`src/rtl/multicycle_ctrl_fsm.sv`:
```
// rtl/multicycle_ctrl_fsm.sv - multi-cycle RV32I control FSM with memory-timeout/illegal traps; MULTICYCLE_PERF_CNT_EN adds perf counters
module multicycle_ctrl_fsm #(
  parameter int MEM_TIMEOUT = 16,
  parameter int CNT_W       = 64
) (
  input  logic             clk_i,
  input  logic             rst_i,
  input  logic [31:0]      inst_i,
  input  logic             br_less_i,
  input  logic             br_equal_i,
  input  logic             imem_ready_i,
  input  logic             dmem_ready_i,
  output logic             imem_req_o,
  output logic             ir_we_o,
  output logic             dmem_req_o,
  output logic             dmem_we_o,
  output logic [2:0]       mem_size_o,
  output logic             pc_we_o,
  output logic             br_sel_o,
  output logic             rd_wren_o,
  output logic             br_unsigned_o,
  output logic             op_a_sel_o,
  output logic             op_b_sel_o,
  output logic [3:0]       alu_op_o,
  output logic [1:0]       wb_sel_o,
  output logic             trap_o,
  output logic             busy_o,
  output logic [CNT_W-1:0] cycle_cnt_o,
  output logic [CNT_W-1:0] instret_o
);

  typedef enum logic [2:0] {FETCH, DECODE, EXEC, MEM, WB, TRAP} state_t;

  localparam logic [6:0] OP_LUI    = 7'b0110111;
  localparam logic [6:0] OP_AUIPC  = 7'b0010111;
  localparam logic [6:0] OP_JAL    = 7'b1101111;
  localparam logic [6:0] OP_JALR   = 7'b1100111;
  localparam logic [6:0] OP_BRANCH = 7'b1100011;
  localparam logic [6:0] OP_LOAD   = 7'b0000011;
  localparam logic [6:0] OP_STORE  = 7'b0100011;
  localparam logic [6:0] OP_OPIMM  = 7'b0010011;
  localparam logic [6:0] OP_OP     = 7'b0110011;

  localparam logic [3:0] ALU_ADD = 4'd0, ALU_SUB = 4'd1, ALU_SLT = 4'd2, ALU_SLTU = 4'd3;
  localparam logic [3:0] ALU_XOR = 4'd4, ALU_OR = 4'd5, ALU_AND = 4'd6, ALU_SLL = 4'd7;
  localparam logic [3:0] ALU_SRL = 4'd8, ALU_SRA = 4'd9, ALU_PASS_B = 4'd10;

  localparam int WAIT_W = (MEM_TIMEOUT > 1) ? $clog2(MEM_TIMEOUT) : 1;
  localparam logic [WAIT_W-1:0] WAIT_LAST = WAIT_W'((MEM_TIMEOUT > 0) ? MEM_TIMEOUT - 1 : 0);

  state_t            state_q, state_d;
  logic [WAIT_W-1:0] wait_cnt_q;
  logic              at_limit;

  logic [6:0] opcode;
  logic [2:0] funct3;
  logic [6:0] funct7;
  logic       rd_nz, illegal, taken;
  logic       is_branch, is_jump, is_load, is_store;
  logic [3:0] dec_alu_op;
  logic       dec_op_a, dec_op_b, dec_br_uns;
  logic [1:0] dec_wb_sel;
  logic       alu_en;
  logic       unused_inst_bits;

  assign opcode    = inst_i[6:0];
  assign funct3    = inst_i[14:12];
  assign funct7    = inst_i[31:25];
  assign rd_nz     = |inst_i[11:7];
  assign is_branch = (opcode == OP_BRANCH);
  assign is_jump   = (opcode == OP_JAL) || (opcode == OP_JALR);
  assign is_load   = (opcode == OP_LOAD);
  assign is_store  = (opcode == OP_STORE);
  assign taken     = funct3[2] ? (br_less_i ^ funct3[0]) : (br_equal_i ^ funct3[0]);
  assign at_limit  = (MEM_TIMEOUT > 0) && (wait_cnt_q == WAIT_LAST);
  assign unused_inst_bits = ^inst_i[24:15];

  always_comb begin
    illegal = 1'b0;
    case (opcode)
      OP_LUI, OP_AUIPC, OP_JAL: illegal = 1'b0;
      OP_JALR:   illegal = (funct3 != 3'b000);
      OP_LOAD:   illegal = (funct3 == 3'b011) || (funct3[2:1] == 2'b11);
      OP_STORE:  illegal = (funct3 >= 3'b011);
      OP_BRANCH: illegal = (funct3[2:1] == 2'b01);
      OP_OP:     illegal = !((funct7 == 7'h00) ||
                             ((funct7 == 7'h20) && ((funct3 == 3'b000) || (funct3 == 3'b101))));
      OP_OPIMM: begin
        if (funct3 == 3'b001)      illegal = (funct7 != 7'h00);
        else if (funct3 == 3'b101) illegal = !((funct7 == 7'h00) || (funct7 == 7'h20));
      end
      default:   illegal = 1'b1;
    endcase
  end

  // Datapath controls per instruction class; only presented to the outputs in EXEC/MEM/WB.
  always_comb begin
    dec_alu_op = ALU_ADD;
    dec_op_a   = 1'b0;
    dec_op_b   = 1'b0;
    dec_br_uns = 1'b0;
    dec_wb_sel = 2'b00;
    case (opcode)
      OP_OP, OP_OPIMM: begin
        dec_op_b = (opcode == OP_OPIMM);
        case (funct3)
          3'b000: dec_alu_op = ((opcode == OP_OP) && inst_i[30]) ? ALU_SUB : ALU_ADD;
          3'b001: dec_alu_op = ALU_SLL;
          3'b010: dec_alu_op = ALU_SLT;
          3'b011: begin
            dec_alu_op = ALU_SLTU;
            dec_br_uns = 1'b1;
          end
          3'b100: dec_alu_op = ALU_XOR;
          3'b101: dec_alu_op = inst_i[30] ? ALU_SRA : ALU_SRL;
          3'b110: dec_alu_op = ALU_OR;
          default: dec_alu_op = ALU_AND;
        endcase
      end
      OP_LUI: begin
        dec_alu_op = ALU_PASS_B;
        dec_op_b   = 1'b1;
      end
      OP_AUIPC: begin
        dec_op_a   = 1'b1;
        dec_op_b   = 1'b1;
        dec_wb_sel = 2'b01;
      end
      OP_JAL: begin
        dec_op_a   = 1'b1;
        dec_op_b   = 1'b1;
        dec_wb_sel = 2'b10;
      end
      OP_JALR: begin
        dec_op_b   = 1'b1;
        dec_wb_sel = 2'b10;
      end
      OP_BRANCH: begin
        dec_op_a   = 1'b1;
        dec_op_b   = 1'b1;
        dec_br_uns = funct3[1];
      end
      OP_LOAD: begin
        dec_op_b   = 1'b1;
        dec_wb_sel = 2'b11;
      end
      OP_STORE: dec_op_b = 1'b1;
      default: dec_op_b = 1'b0;
    endcase
  end

  always_comb begin
    state_d       = state_q;
    imem_req_o    = 1'b0;
    ir_we_o       = 1'b0;
    dmem_req_o    = 1'b0;
    dmem_we_o     = 1'b0;
    mem_size_o    = 3'b000;
    pc_we_o       = 1'b0;
    br_sel_o      = 1'b0;
    rd_wren_o     = 1'b0;
    br_unsigned_o = 1'b0;
    op_a_sel_o    = 1'b0;
    op_b_sel_o    = 1'b0;
    alu_op_o      = 4'd0;
    wb_sel_o      = 2'b00;
    alu_en        = 1'b0;
    trap_o        = (state_q == TRAP);
    busy_o        = (state_q != TRAP);
    case (state_q)
      FETCH: begin
        imem_req_o = 1'b1;
        ir_we_o    = imem_ready_i;
        if (imem_ready_i)  state_d = DECODE;
        else if (at_limit) state_d = TRAP;
      end
      DECODE: state_d = illegal ? TRAP : EXEC;
      EXEC: begin
        alu_en = 1'b1;
        if (is_branch) begin
          pc_we_o  = 1'b1;
          br_sel_o = taken;
          state_d  = FETCH;
        end else if (is_jump) begin
          pc_we_o   = 1'b1;
          br_sel_o  = 1'b1;
          rd_wren_o = 1'b1;
          state_d   = FETCH;
        end else if (is_load || is_store) begin
          state_d = MEM;
        end else begin
          state_d = WB;
        end
      end
      MEM: begin
        alu_en     = 1'b1;
        dmem_req_o = 1'b1;
        dmem_we_o  = is_store;
        if (dmem_ready_i) begin
          pc_we_o = is_store;
          state_d = is_store ? FETCH : WB;
        end else if (at_limit) begin
          state_d = TRAP;
        end
      end
      WB: begin
        alu_en    = 1'b1;
        rd_wren_o = 1'b1;
        pc_we_o   = 1'b1;
        state_d   = FETCH;
      end
      default: state_d = TRAP;
    endcase
    if (alu_en) begin
      alu_op_o      = dec_alu_op;
      op_a_sel_o    = dec_op_a;
      op_b_sel_o    = dec_op_b;
      br_unsigned_o = dec_br_uns;
      wb_sel_o      = dec_wb_sel;
      mem_size_o    = (is_load || is_store) ? funct3 : 3'b000;
    end
    rd_wren_o = rd_wren_o && rd_nz;
    // Reset silences every control so a half-finished access is dropped at once.
    if (rst_i) begin
      imem_req_o    = 1'b0;
      ir_we_o       = 1'b0;
      dmem_req_o    = 1'b0;
      dmem_we_o     = 1'b0;
      mem_size_o    = 3'b000;
      pc_we_o       = 1'b0;
      br_sel_o      = 1'b0;
      rd_wren_o     = 1'b0;
      br_unsigned_o = 1'b0;
      op_a_sel_o    = 1'b0;
      op_b_sel_o    = 1'b0;
      alu_op_o      = 4'd0;
      wb_sel_o      = 2'b00;
      trap_o        = 1'b0;
    end
  end

  always_ff @(posedge clk_i) begin
    if (rst_i) state_q <= FETCH;
    else       state_q <= state_d;
  end

  // Counts only while stalled in FETCH/MEM; any state change (ready, entry, trap) clears it.
  always_ff @(posedge clk_i) begin
    if (rst_i)
      wait_cnt_q <= '0;
    else if (((state_q == FETCH) || (state_q == MEM)) && (state_d == state_q))
      wait_cnt_q <= wait_cnt_q + 1'b1;
    else
      wait_cnt_q <= '0;
  end

`ifdef MULTICYCLE_PERF_CNT_EN
  logic [CNT_W-1:0] cycle_cnt_q, instret_q;

  always_ff @(posedge clk_i) begin
    if (rst_i) begin
      cycle_cnt_q <= '0;
      instret_q   <= '0;
    end else begin
      if (busy_o)  cycle_cnt_q <= cycle_cnt_q + 1'b1;
      if (pc_we_o) instret_q   <= instret_q + 1'b1;
    end
  end

  assign cycle_cnt_o = cycle_cnt_q;
  assign instret_o   = instret_q;
`else
  assign cycle_cnt_o = '0;
  assign instret_o   = '0;
`endif

endmodule

```
`config.mk`:
```
export PLATFORM = sky130hd
export DESIGN_NAME = multicycle_ctrl_fsm
export DESIGN_NICKNAME = d
export VERILOG_FILES = /design/src/rtl/multicycle_ctrl_fsm.sv
export SDC_FILE = /design/constraint.sdc
export NUM_CORES = 1
export LEC_CHECK = 0
export ABC_AREA = 1
export CAP_MARGIN = 30
export CORE_ASPECT_RATIO = 1.4
export CORE_MARGIN = 1
export CORE_UTILIZATION = 34
export DETAILED_ROUTE_END_ITERATION = 7
export PLACE_DENSITY = 0.95
export SETUP_SLACK_MARGIN = 0.2
export SLEW_MARGIN = 5
export SYNTH_ARGS = -nofsm -noshare
export SYNTH_HDL_FRONTEND = slang
export SYNTH_SLANG_ARGS = --single-unit
export TNS_END_PERCENT = 10
```
`constraint.sdc`:
```
create_clock -name clk_i -period 2.2 [get_ports clk_i]
set_input_delay 0.44 -clock clk_i [delete_from_list [all_inputs] [get_ports clk_i]]
set_output_delay 0.44 -clock clk_i [all_outputs]
set_load 0.05 [all_outputs]
```
==> run_results.csv <==
group,metric,value,unit
floorplanning,die_h,92.4,um
cells_and_area,final_nets,458,
sta,rsz0062_at_grt,"yes",
hold_path,hold_path.class,"register to register",
floorplanning,ioPinCount,187,
floorplanning,die_x,66.6,um
drt,vias_per_cell,4.15,
sta,maxSlewViolCount,0,
setup_path,cp_data_required_time,1.76,ns
clock_tree,clock_sinks,7,
floorplanning,fp.coreArea,5570,um^2
clock_tree,cts_tree,"built",
placement,dpl-instance-area,2560,um^2
cells_and_area,fillers,531,
placement,hpwl,3950,um
logic_synthesis,yosysWarnings,0,
logic_synthesis,yosys-top-cells-area,"buf_4, nand2_1, dfxtp_1",
clock_tree,cts_root_buf,"clkbuf_8",
clock_tree,cts_buffers,3,
logic_synthesis,netlist_area,1990,um^2
sta,min_period,2.11,ns
power,vdd_drop_max,0.431,mV
grt,grt_overflow,0,
placement,dp.cells,465,
sta,hold_violations,0,
clock_tree,htree_levels,1,
placement,portBuffers,48,
outcome,status,"completed",
cells_and_area,antenna_cells,0,
drt,first_iter_violations,80,
sta,finalClockSkew,0.00215,ns
setup_path,crit_path_max_fanout,6,
sta,setup_tns,0,ns
grt,grt.total_usage,16.3,%
clock_tree,clkLatencyLatePin,0.23,ns
drt,dr.pass1.iters,4,
grt,grt_pass1_wl,7820,um
logic_synthesis,postSynthCellCount,314,
cells_and_area,final_cell_mix,"conb_1, buf_4, nand2_1",
cells_and_area,area_growth,46.4,%
floorplanning,die-area,6150,um^2
drt,antenna_left,0,
logic_synthesis,yosysTopAreaCell,"buf_4",
sta,finalSetupViolations,0,
drt,totalWireLength,5230,um
clock_tree,cts.path.max_buffers,2,
cells_and_area,layout_commonest_cell,"conb_1",
setup_path,end_kind,"output port",
drt,avgRoutedWirePerCell,10.8,um
logic_synthesis,synth.top_cell.area_share,48.8,%
setup_path,arrival,1.67,ns
power,leakage,1.53,nW
grt,antenna_found_initial,0,
sta,period_share,95.9,%
clock_tree,clkTransAtPathRegs,0.04,ns
setup_path,start_kind,"primary input",
logic_synthesis,syn_avg_cell_area,6.32,um^2
job,max-cap-violations,0,
setup_path,r2r_cells,9,
grt,grt_max_degree,11,
cells_and_area,layout-drive-gt1-share,35.9,%
setup_path,critPathKind,"primary input to output port",
grt,grt_pass1_vias,1842,
sta,worst_hold_slack,0.448,ns
power,p_total,1.20,mW
drt,vias,2016,
hold_path,whs_path_depth,1,
floorplanning,start_util,35.7,%
placement,place.gp.congestion,0.929,
cells_and_area,instances_no_fill,486,
clock_tree,postCtsHoldBufs,0,
logic_synthesis,ys_seq_area_share,7.06,%
power,powerDensity,412,nW/um^2
drt,drcViolationCount,0,
logic_synthesis,ys_types,33,
cells_and_area,design_area,2910,um^2
floorplanning,rows,32,
sta,max_freq,0.474,GHz
logic_synthesis,ys_ff_latch,7,
-- what timing repair did --
action,4_1_cts,5_1_grt
gates resized for setup,85,10
pin swaps,20,11
cloned,0,0
endpoints found under the setup margin,23,22
buffers inserted,11,6
-- synth_stat cells --
cell / count
nand2_1: 43
nand2_4: 1
o311ai_0: 2
clkbuf_1: 1
xnor2_1: 1
nor2_2: 2
conb_1: 1
a21oi_1: 9
nor2_4: 1
o21a_1: 1
o22a_1: 1
o21ai_0: 7
o21ai_1: 1
nand2_2: 9
nor2_1: 35
nor2_8: 1
nor3_1: 9
nand4_1: 3
a31oi_1: 1
inv_2: 8
inv_1: 16
nor3b_1: 1
dfxtp_1: 7
buf_4: 129
o211ai_1: 2
xor2_1: 2
nor4_1: 1
ha_1: 1
a21oi_2: 1
a221oi_1: 1
nand3_1: 11
nand3_2: 4
inv_4: 1
-- through the flow --
stage	setup WS, ns	utilization [%]
after floorplan	-0.182	-
after global placement	-0.243	45.9
after detailed placement	-0.307	45.9
after CTS	0.123	51.0
after global routing	0.0341	52.2
final	0.0892	52.2
-- worst paths after layout --
kind | start | to | slack (ns)
setup / recovery | inst_i[1] | br_sel_o | 0.09
hold / removal | wait_cnt_q[0] | wait_cnt_q[0] | 0.45
setup reg to reg | wait_cnt_q[0] | wait_cnt_q[0] | 0.52
hold reg to reg | wait_cnt_q[0] | wait_cnt_q[0] | 0.45
-- flip-flops by register name, indices dropped and copies added (netlist names) --
signal / cells
state_q: 3
wait_cnt_q: 4
-- final cells by class --
| class | instances | area [um^2] | share of cell area, % |
|---|---|---|---|
| multi-input cells | 279 | 1440 | 49.6 |
| repair buffers | 103 | 1080 | 37.3 |
| clock buffers | 4 | 45.0 | 1.55 |
| inverters | 25 | 101 | 3.49 |
| flip-flops and latches | 7 | 151 | 5.21 |
| well taps | 68 | 85.1 | 2.93 |
-- routing by layer --
| layer | global-route usage [%] | routed length [um] | part of all wire [%] | vias up |
|---|---|---|---|---|
| met5 | 0 | 0 | 0 | - |
| met1 | 14.0 | 1590 | 30 | 908 |
| met3 | 1.85 | 408 | 7.8 | 24 |
| li1 | - | - | - | 943 |
| met4 | 10.1 | 242 | 4.6 | 0 |
| met2 | 33.1 | 2980 | 57 | 141 |
-- power breakdown --
group	switching (mW)	leakage [nW]	total, mW	internal [mW]
combinational	0.684	1.45	0.866	0.182
clock	0.0552	0.0228	0.181	0.125
sequential	0.0129	0.0591	0.153	0.140
total	0.752	1.53	1.20	0.447
-- critical path, stage by stage --
cell and delay, ns:
buf_2 0.11, nand2_4 0.12, nor2_8 0.07, buf_4 0.14
buf_4 0.13, nand2_4 0.08, buf_4 0.12, nor2_1 0.05
nor3_2 0.23, buf_12 0.17
-- logic make-up after synthesis --
group | share of synthesized area, %
buf+inv | 53.8
simple gates | 29.0
compound gates | 7.94
flops | 7.06
xor+xnor | 1.32
fa+ha+maj | 0.630
other cells | 0.189
Note: power is estimated with default switching activity, not from simulation.
